[config.mk]
export PLATFORM = sky130hd
export DESIGN_NAME = piso_serializer
export DESIGN_NICKNAME = d
export VERILOG_FILES = /design/src/rtl/piso_serializer.sv
export SDC_FILE = /design/constraint.sdc
export NUM_CORES = 1
export LEC_CHECK = 0
export CAP_MARGIN = 20
export CORE_MARGIN = 4
export CORE_UTILIZATION = 47
export DETAILED_ROUTE_END_ITERATION = 12
export PLACE_DENSITY = 0.76
export SLEW_MARGIN = 10
export SYNTH_ARGS = -nofsm -noshare
export SYNTH_HDL_FRONTEND = slang
export SYNTH_SLANG_ARGS = --single-unit
[constraint.sdc]
create_clock -name clk -period 2.1 [get_ports clk]
set_input_delay 0.525 -clock clk [delete_from_list [all_inputs] [get_ports clk]]
set_output_delay 0.525 -clock clk [all_outputs]
set_load 0.02 [all_outputs]
[src/rtl/piso_serializer.sv]
// Parallel-in serial-out shifter with a valid/ready load port and a stallable shift.
// A new word can be taken on the last-bit cycle, so consecutive words stream with no gap.
module piso_serializer #(
    parameter int WIDTH     = 8,
    parameter bit MSB_FIRST = 1'b1
) (
    input  logic             clk,
    input  logic             reset,
    input  logic             load_valid,
    input  logic [WIDTH-1:0] load_data,
    output logic             load_ready,
    input  logic             en,
    output logic             ser_out,
    output logic             ser_valid,
    output logic             ser_last
);

    localparam int CW = $clog2(WIDTH);
    localparam logic [CW-1:0] LAST_CNT = CW'(WIDTH - 1);

    localparam logic [0:0] IDLE  = 1'b0;
    localparam logic [0:0] SHIFT = 1'b1;

    logic [0:0]       state;
    logic [WIDTH-1:0] shift_reg;
    logic [CW-1:0]    bit_cnt;
    logic             at_last;
    logic             transfer;
    logic [WIDTH-1:0] shifted;

    assign at_last  = (bit_cnt == LAST_CNT);
    assign transfer = load_valid && load_ready;
    assign shifted  = MSB_FIRST ? {shift_reg[WIDTH-2:0], 1'b0} : {1'b0, shift_reg[WIDTH-1:1]};

    // Ready is gated by reset so nothing can be offered while the block is held in reset.
    always_comb begin
        load_ready = 1'b0;
        ser_out    = 1'b0;
        ser_valid  = 1'b0;
        ser_last   = 1'b0;
        if (state == IDLE) begin
            load_ready = reset;
        end else begin
            load_ready = reset && en && at_last;
            ser_out    = MSB_FIRST ? shift_reg[WIDTH-1] : shift_reg[0];
            ser_valid  = en;
            ser_last   = en && at_last;
        end
    end

    always_ff @(posedge clk or negedge reset) begin
        if (!reset) begin
            state     <= IDLE;
            shift_reg <= '0;
            bit_cnt   <= '0;
        end else begin
            case (state)
                IDLE: begin
                    if (transfer) begin
                        shift_reg <= load_data;
                        bit_cnt   <= '0;
                        state     <= SHIFT;
                    end
                end
                SHIFT: begin
                    if (en) begin
                        if (!at_last) begin
                            shift_reg <= shifted;
                            bit_cnt   <= bit_cnt + 1'b1;
                        end else if (transfer) begin
                            shift_reg <= load_data;
                            bit_cnt   <= '0;
                        end else begin
                            shift_reg <= '0;
                            bit_cnt   <= '0;
                            state     <= IDLE;
                        end
                    end
                end
                default: begin
                    state     <= IDLE;
                    shift_reg <= '0;
                    bit_cnt   <= '0;
                end
            endcase
        end
    end

endmodule
==> results.txt, run 1 <==
The effective utilization at floorplan is 51.1%. The post-placement worst setup slack is -0.337 ns. Counting flops and latches in the post-synthesis netlist gives 12. Setup repair after global routing left no endpoint under its margin. After synthesis, the cell types taking the most area are dfrtp_1 (44%), a31oi_2 (7.3%), buf_6 (5.0%). The internal power of the cells came out at just over 0.0007 W. TritonCTS built the clock tree. The number of cells traversed by the worst hold path is 1.

The die extent in x came out at 46.1 µm. Dividing the detail-routed wire length by the instance count gives 15.4 µm. The initial antenna violation count came out at 0. The clock network latency to the later pin of the worst-skew pair came out at 0.27 ns. Summed over all cells, the static leakage comes to ~0.40 nW. Setup violations remaining at the end of the flow were counted as 0. The cell type contributing the most total cell area after synthesis is dfrtp_1.

The startpoint identified for the worst hold timing path is shift_reg[0]$_DFFE_PN0P_. The global-route track usage on met3 is 5.86%. Based on the critical path, the design can be clocked at up to about 490 MHz. The flip-flop count of the largest register after layout is 8. The cell count of the worst reg-to-reg path came out at 6. The portion of the post-synthesis area used by sequential elements came out at ~44%. The post-detailed-route count of antenna-violating nets is 0. Measured against its own limit, the worst slew margin works out to 71.1%. The die boundary height came out at 46.1 µm. The wire-length estimate of the detail-placed layout is ~1100 µm.

The mean area per synthesized cell is 11.4 µm². The share of Yosys cell area claimed by the top area cell type is between 40% and 50%. Between clock sinks in the finished design, the worst skew comes to 0.00298 ns.

The worst setup margin is between 0.07 and 0.08 ns. VDD sags by at most 0.000773 V. Setup slack on the worst reg-to-reg path comes out at 0.36 ns. STA classifies the critical path endpoint as an output pin. The max capacitance violation total is 0. The most common cell after layout, fill and taps aside is clkdlybuf4s50_1. Global routing finished with a remaining overflow of 0. Global routing consumed, over all layers together, between 10% and 20% of the routing resources. The overall power consumption is about 0.0011 W. The wire length of the first global-routing pass is 2400 µm. The share of total power dissipated in the clock network is 17.0%. The count of yosys warnings during synthesis came out at 0. The final cell area excluding filler cells came out at a little over 900 µm². The layout filler cell count came out at 107. The cell sitting at the root of the clock tree is a clkbuf_4. The final critical path time including I/O delays and setup came out at 2.02 ns. The switching part of the total is 34.4%. The most critical setup path has its startpoint at bit_cnt[0]$_DFFE_PN0P_. The count of unresolved DRC violations after routing is 0. The final critical path takes up 96.4% of the cycle.

The actual slew at the worst max-slew pin came out at 0.432 ns. The number of nets at the end of the flow came out at 100. After detailed routing, the total wire length is 1540 µm. The maximum clock path buffer count came out at 2. The register share of total power came out at between 30% and 40%.

The register clock-pin slew on the reported worst setup and hold paths came out at around 0.080 ns. Along the worst path, the maximum fanout reaches 4. For this run, the detailed router's first-pass iteration total came to 6.

CTS built an H-tree with a depth of 1. The share of cells above drive strength 1 came out at 35.3%. The total power divided by cell area came out at 1190 mW/mm². The global placer's final weighted congestion came out at 0.759. The number of buffer cells added on primary ports came out at 15. The unique cell type count in the Yosys netlist is 22. The number of vias after detailed routing came out at 556. The top-level I/O count came out at 16. The global routing stage identified its most utilized layer as met2. The number of max-slew violations in the final report came out at 0. The required time of the worst setup path came out at approximately 1.6 ns. The number of buffers added by the clock tree synthesis step is 3.

In the layout the commonest cells are clkdlybuf4s50_1 (12), dfrtp_1 (11), buf_4 (9). STA classifies the critical path startpoint as a flip-flop. Combinational logic burns 46.7% of the power. The via count of the first global-routing pass came out at between 500 and 600. The final antenna diode count is 0. At the end of the flow the core is filled with cells to 68.5%. The number of hold-slack violations in the final timing report came out at 0. The critical path start-end classification is reg -> out. The pin count of the biggest net entering global routing is 16.

The initialized floorplan defines 13 standard-cell rows. The switching power of the nets is 0.000374 W. The die footprint is 0.00212 mm². The met1 usage is 22.1%. The total cell area at the placement stage came out at 885 µm².

After synthesis the cells add up to slightly below 700 µm². The violation count after the first detailed-routing iteration is 12. In the global route stage, met2 resource usage came out at 25.5%.

The type of the most critical hold path is reg -> reg. The net count after synthesis is 74. The synthesis-to-finish area growth is 33.9%. The area of the core came out at between 0.001 and 0.0015 mm².

The tree built by TritonCTS fans out to 12 sinks. The flow ran to the end, and the final reports show no timing, DRC or antenna violations. The tightest hold path in the finished design has a slack of a little over 0.5 ns. The worst hold path terminates at shift_reg[0]$_DFFE_PN0P_. The number of instances in the synthesized netlist is 60. The beginning of the worst register-to-register path is bit_cnt[0]$_DFFE_PN0P_. The via-per-instance ratio is 5.56. STA puts the critical path data arrival time at 1.50 ns. The worst register-to-register path ends at shift_reg[7]$_DFFE_PN0P_.
how the worst max path moves through the flow:
stage	end	slack, ns	depth (start not counted)
6_report	load_ready	0.08	5
5_1_grt	load_ready	0.009	5
4_1_cts	ser_valid	-0.004	3
3_5_place_dp	load_ready	-0.34	4
3_3_place_gp	load_ready	-0.32	4
2_1_floorplan	load_ready	0.37	4
metrics by stage:
| stage | TNS [ns] | cells |
|---|---|---|
| 2_1_floorplan | 0 | 60 |
| 3_3_place_gp | -1.13 | 96 |
| 3_5_place_dp | -1.31 | 96 |
| 4_1_cts | -0.00356 | 100 |
| 5_1_grt | 0 | 100 |
| 6_report | 0 | 100 |
cells by family after synthesis:
| logic type | after synthesis | share of synthesized area, % |
|---|---|---|
| DFF | 12 | 44.0 |
| AOI/OAI and AO/OA | 16 | 22.0 |
| and+or+nand+nor | 25 | 21.5 |
| adders and majority gates | 2 | 3.67 |
| buffers and inverters | 4 | 5.50 |
| muxes | 1 | 3.30 |
what timing repair did:
action,4_1_cts,5_1_grt
setup endpoints to repair,3,4
pin swaps,0,1
buffers inserted,0,0
gates resized for setup,10,5
hold buffers,0,0
cells in the mapped netlist:
cell and instances:
and3b_1 1, and4_1 1, buf_6 3, and3_2 1, a22o_1 3, ha_1 2
mux2i_4 1, a31oi_2 4, or2_1 1, dfrtp_1 12, nand2b_1 1, and4b_2 2
nand2_1 7, and2_2 2, o21ai_0 5, nor2_1 2, a31oi_4 1, a21boi_0 1
a221o_1 2, nor2b_1 2, nor3_1 5, inv_1 1
worst max-delay path: stages, from the launching register on:
cell	delay (ns)
dfrtp_1	0.39
ha_1	0.21
ha_2	0.21
a21boi_2	0.19
nor2b_1	0.07
buf_2	0.16
cell type report:
cell class,count,area (µm²),area share (%)
well taps,15,18.8,2.05
clock buffers,4,36.3,3.97
flip-flops and latches,12,302,33.0
repair buffers,24,203,22.2
multi-input cells,44,350,38.4
inverters,1,3.75,0.411
power by group through the flow:
stage | clock, W | sequential (W) | combinational [W]
3_3_place_gp | 0 | 0.000395 | 0.000496
5_1_grt | 0.000197 | 0.000409 | 0.000556
6_report | 0.000184 | 0.000396 | 0.000508
4_1_cts | 0.000190 | 0.000395 | 0.000514
2_1_floorplan | 0 | 0.000385 | 0.000359
3_5_place_dp | 0 | 0.000397 | 0.000512
per-layer routing:
layer / wire, µm / vias to the layer above / share of wire, %
li1: - / 275 / -
met1: 704 / 269 / 46
met2: 747 / 12 / 49
met3: 84 / 0 / 5.5
met4: 0 / 0 / 0
met5: 0 / - / 0
Note: power is estimated with default switching activity, not from simulation.
==> run 2: changes to the inputs <==
--- a/config.mk
+++ b/config.mk
@@ -9,7 +9,7 @@
 export CORE_MARGIN = 4
 export CORE_UTILIZATION = 47
 export DETAILED_ROUTE_END_ITERATION = 12
-export PLACE_DENSITY = 0.76
+export PLACE_DENSITY_LB_ADDON = 0.08
 export SLEW_MARGIN = 10
 export SYNTH_ARGS = -nofsm -noshare
 export SYNTH_HDL_FRONTEND = slang
==> results.txt, run 2 (same netlist as run 1, synthesis figures left out) <==
The run finished with clean final reports. The highest attainable clock frequency is 489 MHz. The effective utilization at floorplan is 51.1%. The post-detailed-route count of antenna-violating nets is 0.

The arrival time reported for the critical path endpoint is roughly 1.5 ns. The maximum clock path buffer count is 2. The required time of the worst setup path is between 1.5 and 2 ns. The kind of start point of the critical path is a primary input. The most common cell after layout, fill and taps aside is dfrtp_1. The count of unresolved DRC violations after routing came out at 0. The post-placement worst setup slack came out at -0.294 ns. The total area inside the core boundary comes to 0.00133 mm². The register clock-pin slew on the reported worst setup and hold paths came out at 0.06 ns. The final critical-path share of the clock period is 97.3%.

The detailed-route wire length per cell is 15.0 µm. The filler-free cell count of the finished design came out at 100. The violation count after the first detailed-routing iteration is 5. The number of detailed-route iterations in the first pass is 4. In this run the clock root is driven by a clkbuf_4. Setup repair after global routing left no endpoint under its margin. The number of buffers added by the clock tree synthesis step came out at 3. The worst pin sits at a relative slew slack of between 70 and 80%. Cells with a size suffix above 1 make up 32.9% of the layout. The register with the most flip-flops in the layout has 8 of them. The floorplan row count is 13.

The clock network latency to the later pin of the worst-skew pair came out at 0.28 ns. The deepest level of the CTS H-tree came out at 1. The final-report setup violation count is 0. The floorplan step defined a die boundary enclosing 0.00212 mm².

The top-level I/O count is 16. The critical path is of the in -> out type. At the pin with the least slew margin, the transition time is 0.404 ns. The routed layout has 561 vias.

The path class of the tightest hold or removal check is reg -> reg. The final layout contains routed wiring with a total length of 1500 µm. The worst setup path is captured at an output pin. Adding up every negative setup slack in the final design gives 0 ns. The library cells used most frequently in the layout, excluding fill and tap cells, are dfrtp_1 (12), clkdlybuf4s50_1 (11), buf_4 (10). The CTS tree is done.

The global route total overflow came out at 0. The number of hold-slack violations in the final timing report is 0. The pin count of the biggest net entering global routing is 16. Across every metal layer, demand over resource in global routing totals 17.6%. The worst-case vdd ir drop is 0.000536 V. Counting tap cells, the placed design contains a total of 97 instances.

The max capacitance violation total is 0. The via-per-instance ratio is about 5.6. The die is 46.1 µm wide.

The maximum net fanout on the critical path came out at 4. The maximum clock skew at final layout came out at 0.00784 ns. The die boundary height came out at 46.1 µm.

The total cell area at the placement stage is 892 µm². The number of nets at the end of the flow is 101. The final design utilization is 68.9%. The synthesis-to-finish area growth came out at 34.9%.

The total power divided by cell area is ~1200 mW/mm². CTS saw 12 sinks. The final critical path time including I/O delays and setup is 2.04 ns.

The wire length of the first global-routing pass is 2490 µm. The worst setup margin is 0.0564 ns. The number of setup buffers added after CTS is 0. The repair_antennas step left the layout with diodes totalling 0.

The via count of the first global-routing pass was 545. The global placer's final weighted congestion is 0.793. The half-perimeter wire length after placement came out at around 1200 µm. The count of buffers added on input and output ports is 15.

The number of max-slew violations in the final report came to 0. The initial antenna violation count came out at 0. The final cell area excluding filler cells came out at about 920 µm².

The number of buffers inserted by hold repair at cts came out at 0. The leakage power figure came out at between 0.4 and 0.5 nW.
## run 2: critical path, stage by stage
cell	delay, ns
clkdlybuf4s50_1	0.52
and2_2	0.17
clkdlybuf4s15_1	0.30
## run 2: power breakdown
part / switching, W / internal (W)
clock network: 0.0000741 / 0.0000665
registers: 0.0000595 / 0.000333
logic: 0.000240 / 0.000289
## run 2: worst paths after layout
| check | from | endpoint | slack [ns] | depth (start not counted) |
|---|---|---|---|---|
| max | en | ser_valid | 0.06 | 3 |
| min | shift_reg[5]$_DFFE_PN0P_ | shift_reg[5]$_DFFE_PN0P_ | 0.51 | 1 |
| max reg2reg | bit_cnt[0]$_DFFE_PN0P_ | shift_reg[7]$_DFFE_PN0P_ | 0.42 | 6 |
| min reg2reg | shift_reg[5]$_DFFE_PN0P_ | shift_reg[5]$_DFFE_PN0P_ | 0.51 | 1 |
| max in group asynchronous | reset | bit_cnt[2]$_DFFE_PN0P_ | 1.29 | 2 |
| min in group asynchronous | reset | shift_reg[4]$_DFFE_PN0P_ | 0.63 | 2 |
## run 2: metrics by stage
stage | hold WS, ns | power, W
2_1_floorplan | 0.229 | 0.000744
3_3_place_gp | 0.492 | 0.000912
3_5_place_dp | 0.495 | 0.000933
4_1_cts | 0.515 | 0.00108
5_1_grt | 0.563 | 0.00114
6_report | 0.510 | 0.00106
## run 2: routing by layer
metal | vias to the layer above | wire [µm] | global-route usage [%]
met5 | - | 0 | 0
met4 | 0 | 40 | 10.2
met3 | 5 | 94 | 5.86
met2 | 15 | 726 | 26.6
met1 | 269 | 634 | 21.6
li1 | 272 | - | -
## run 2: cell type report
type / instances / area (µm²)
flip-flops and latches: 12 / 300
inverters: 1 / 3.75
well taps: 15 / 18.8
fillers: 112 / 414
multi-input cells: 44 / 350
repair buffers: 25 / 224
clock buffers: 3 / 22.5
## run 2: what timing repair did
| action | CTS | global route |
|---|---|---|
| resized for setup | 10 | 3 |
| cloned | 0 | 0 |
| endpoints found under the setup margin | 3 | 3 |
| endpoints found under the hold margin | 0 | 0 |
==> run 3: changes to the inputs <==
==> constraint.sdc (replaced) <==
create_clock -name clk -period 2.1 [get_ports clk]
set_input_delay 0.42 -clock clk [delete_from_list [all_inputs] [get_ports clk]]
set_output_delay 0.42 -clock clk [all_outputs]
set_load 0.02 [all_outputs]
==> results.txt, run 3 (same netlist as run 1, synthesis figures left out) <==
The flow ran to the end, and the final reports show no timing, DRC or antenna violations. The endpoint of the most critical register-to-register path is shift_reg[7]$_DFFE_PN0P_. Static timing analysis puts the maximum clock frequency at 492 MHz. The number of buffers added by the clock tree synthesis step came out at 3. The pin count of the biggest net entering global routing came out at 16. The cell count of the worst reg-to-reg path is 6. The origin of the worst setup path is bit_cnt[0]$_DFFE_PN0P_. The signal on the critical path passes through ha_1, ha_1, a21boi_2, nor2b_1, clkdlybuf4s15_1. After detailed routing, the average wire length per cell comes to 15.7 µm. The die boundary height is 46.1 µm. The part of the total power dissipated in combinational logic came out at a little under half. Counting stages on the worst path, the most repeated cell is ha_1. The initialized floorplan defines 13 standard-cell rows.

At the pin with the least slew margin, the transition time is 0.400 ns. Following the worst setup path forward leads to its endpoint at load_ready. The post-detailed-route count of antenna-violating nets is 0. The die extent in x came out at 46.1 µm. The maximum net fanout on the critical path is 3. The maximum clock skew at final layout came out at 0.00585 ns. The kind of start point of the critical path is a flip-flop. Max-cap violations in this run came to 0. The worst stage delay on the critical path is 0.39 ns. The number of hold buffers added after CTS was 0. The clock network latency to the later pin of the worst-skew pair is 0.28 ns. The effective utilization at floorplan is slightly above 50%. In the layout the commonest cells are dfrtp_1 (12), clkdlybuf4s50_1 (12), nand2_1 (7), buf_4 (7). The total cell area at the placement stage came out at 870 µm².

The half-perimeter wire length after placement came out at 1120 µm. Sequential cells account for 38.0% of the total power. The arrival time reported for the critical path endpoint is roughly 1.6 ns. The clock sink count is 12.

The deepest level of the CTS H-tree is 1. The startpoint identified for the worst register-to-register timing path is bit_cnt[0]$_DFFE_PN0P_. CTS placed an instance of clkbuf_4 at the clock tree root. The all-layer global routing usage is 17.6%. The worst path in the final design needs a cycle of 2.03 ns, including I/O delays and setup. The share of cells above drive strength 1 is 26.8%. The final critical path takes up 96.9% of the cycle. The number of hold-slack violations in the final timing report came out at 0. The global route total overflow is 0. The CTS tree is done. The final antenna diode count is 0. The overall power consumption is around 0.0010 W. The leakage power figure is 0.390 nW. IR analysis of the VDD net gives a maximum drop of around 0.00055 V. The type of the most critical hold path is in -> async. The internal power of the cells is about 0.00067 W. The number of detailed-route iterations in the first pass is 4. The switching part of the total came out at 36.1%. Summed over all failing endpoints, the final setup total negative slack is 0 ns. The via count of the first global-routing pass came to 561.

The required time of the worst setup path came out at 1.68 ns. The congestion estimate from routability-driven global placement came to 0.804. The area of the core came out at 0.00133 mm².

The worst setup path is captured at an output pin. The number of max-slew violations in the final report is 0. The total power divided by cell area is 1170 mW/mm². The clock network is responsible for around 14% of the overall power. Using the TritonRoute via totals, the vias-per-cell ratio works out to 5.40. The maximum clock path buffer count is 2. Setup violations remaining at the end of the flow were counted as 0. The wire length of the first global-routing pass is 2500 µm.

For this design, the slowest cell found on the critical path is dfrtp_1. The cell count after placement is 94. The die covers 0.00212 mm². The top-level I/O count is 16.

The register-to-register setup slack is 0.38 ns. Compared with the post-synthesis result, the final layout area differs by 31.0%. The number of nets at the end of the flow came out at ~100. The switching power of the nets came out at 0.000377 W. The initial antenna violation count came out at 0. The worst slew margin relative to its limit came out at between 70% and 80%. The register with the most flip-flops in the layout has 8 of them.

The number of vias after detailed routing is 524. The count of unresolved DRC violations after routing came out at 0. After clock tree synthesis, the clock-pin slew on the worst setup and hold paths is 0.08 ns. The critical path start-end classification is reg -> out. After the flow finishes, the layout carries non-filler instances totaling 97.

With fillers left out, the area of the finished cells amounts to approximately 900 µm². The total routed wirelength came out at 1520 µm. The number of buffer cells added on primary ports is 15. After the first detailed-routing iteration, the DRC count stood at 6.
run 3: changes by cell type in the layout (fill, tap and decap cells not counted), sizes merged:
cell / change
buf: -4
dlymetal6s2s: -1
clkdlybuf4s50: +1
dlygate4sd2: +2
clkdlybuf4s15: -1
run 3: timing repair:
action | CTS | global route
gates cloned | 0 | 0
setup buffers | 0 | 0
gates resized for setup | 4 | 2
setup endpoints to repair | 3 | 1
run 3: metrics by stage:
stage	worst slack (ns)	hold WS (ns)	util, %
finish	0.0656	0.507	67.0
global route	-0.0191	0.533	67.0
CTS	0.0224	0.511	66.6
detailed placement	-0.0970	0.494	65.2
global placement	-0.0829	0.488	65.2
floorplan	0.473	0.124	-
run 3: layer usage:
metal,part of all wire [%],up-vias,GRT usage [%]
met4,0.86,0,5.11
met1,42,234,21.6
li1,-,268,-
met2,49,20,28.3
met5,0,-,0
met3,7.8,2,7.03
run 3: worst min path at each step:
| stage | from | end |
|---|---|---|
| global placement | bit_cnt[1]$_DFFE_PN0P_ | bit_cnt[1]$_DFFE_PN0P_ |
| CTS | bit_cnt[2]$_DFFE_PN0P_ | bit_cnt[2]$_DFFE_PN0P_ |
| detailed placement | shift_reg[5]$_DFFE_PN0P_ | shift_reg[5]$_DFFE_PN0P_ |
| global route | reset | shift_reg[4]$_DFFE_PN0P_ |
| floorplan | reset | bit_cnt[0]$_DFFE_PN0P_ |
| finish | reset | shift_reg[4]$_DFFE_PN0P_ |
run 3: area by class of cell:
type / instances / area [µm²]
Fill cell: 113 / 440
Multi-Input combinational cell: 44 / 348
Sequential cell: 12 / 300
Timing Repair Buffer: 22 / 200
Clock buffer: 3 / 22.5
Tap cell: 15 / 18.8
Inverter: 1 / 3.75
run 3: critical path: cells and delay by family (launching register included):
family	cells	cell delay (ns)
buffers and inverters	1	0.28
adder cells (fa/ha/maj)	2	0.43
AO/OA/AOI/OAI	1	0.17
flip-flops	1	0.39
AND/OR/NAND/NOR	1	0.06
run 3: power by group through the flow:
stage	Combinational, W	Clock, W	Sequential, W
final	0.000501	0.000146	0.000396
after global routing	0.000556	0.000156	0.000411
after CTS	0.000503	0.000148	0.000395
after detailed placement	0.000505	0	0.000399
after global placement	0.000487	0	0.000396
after floorplan	0.000359	0	0.000385
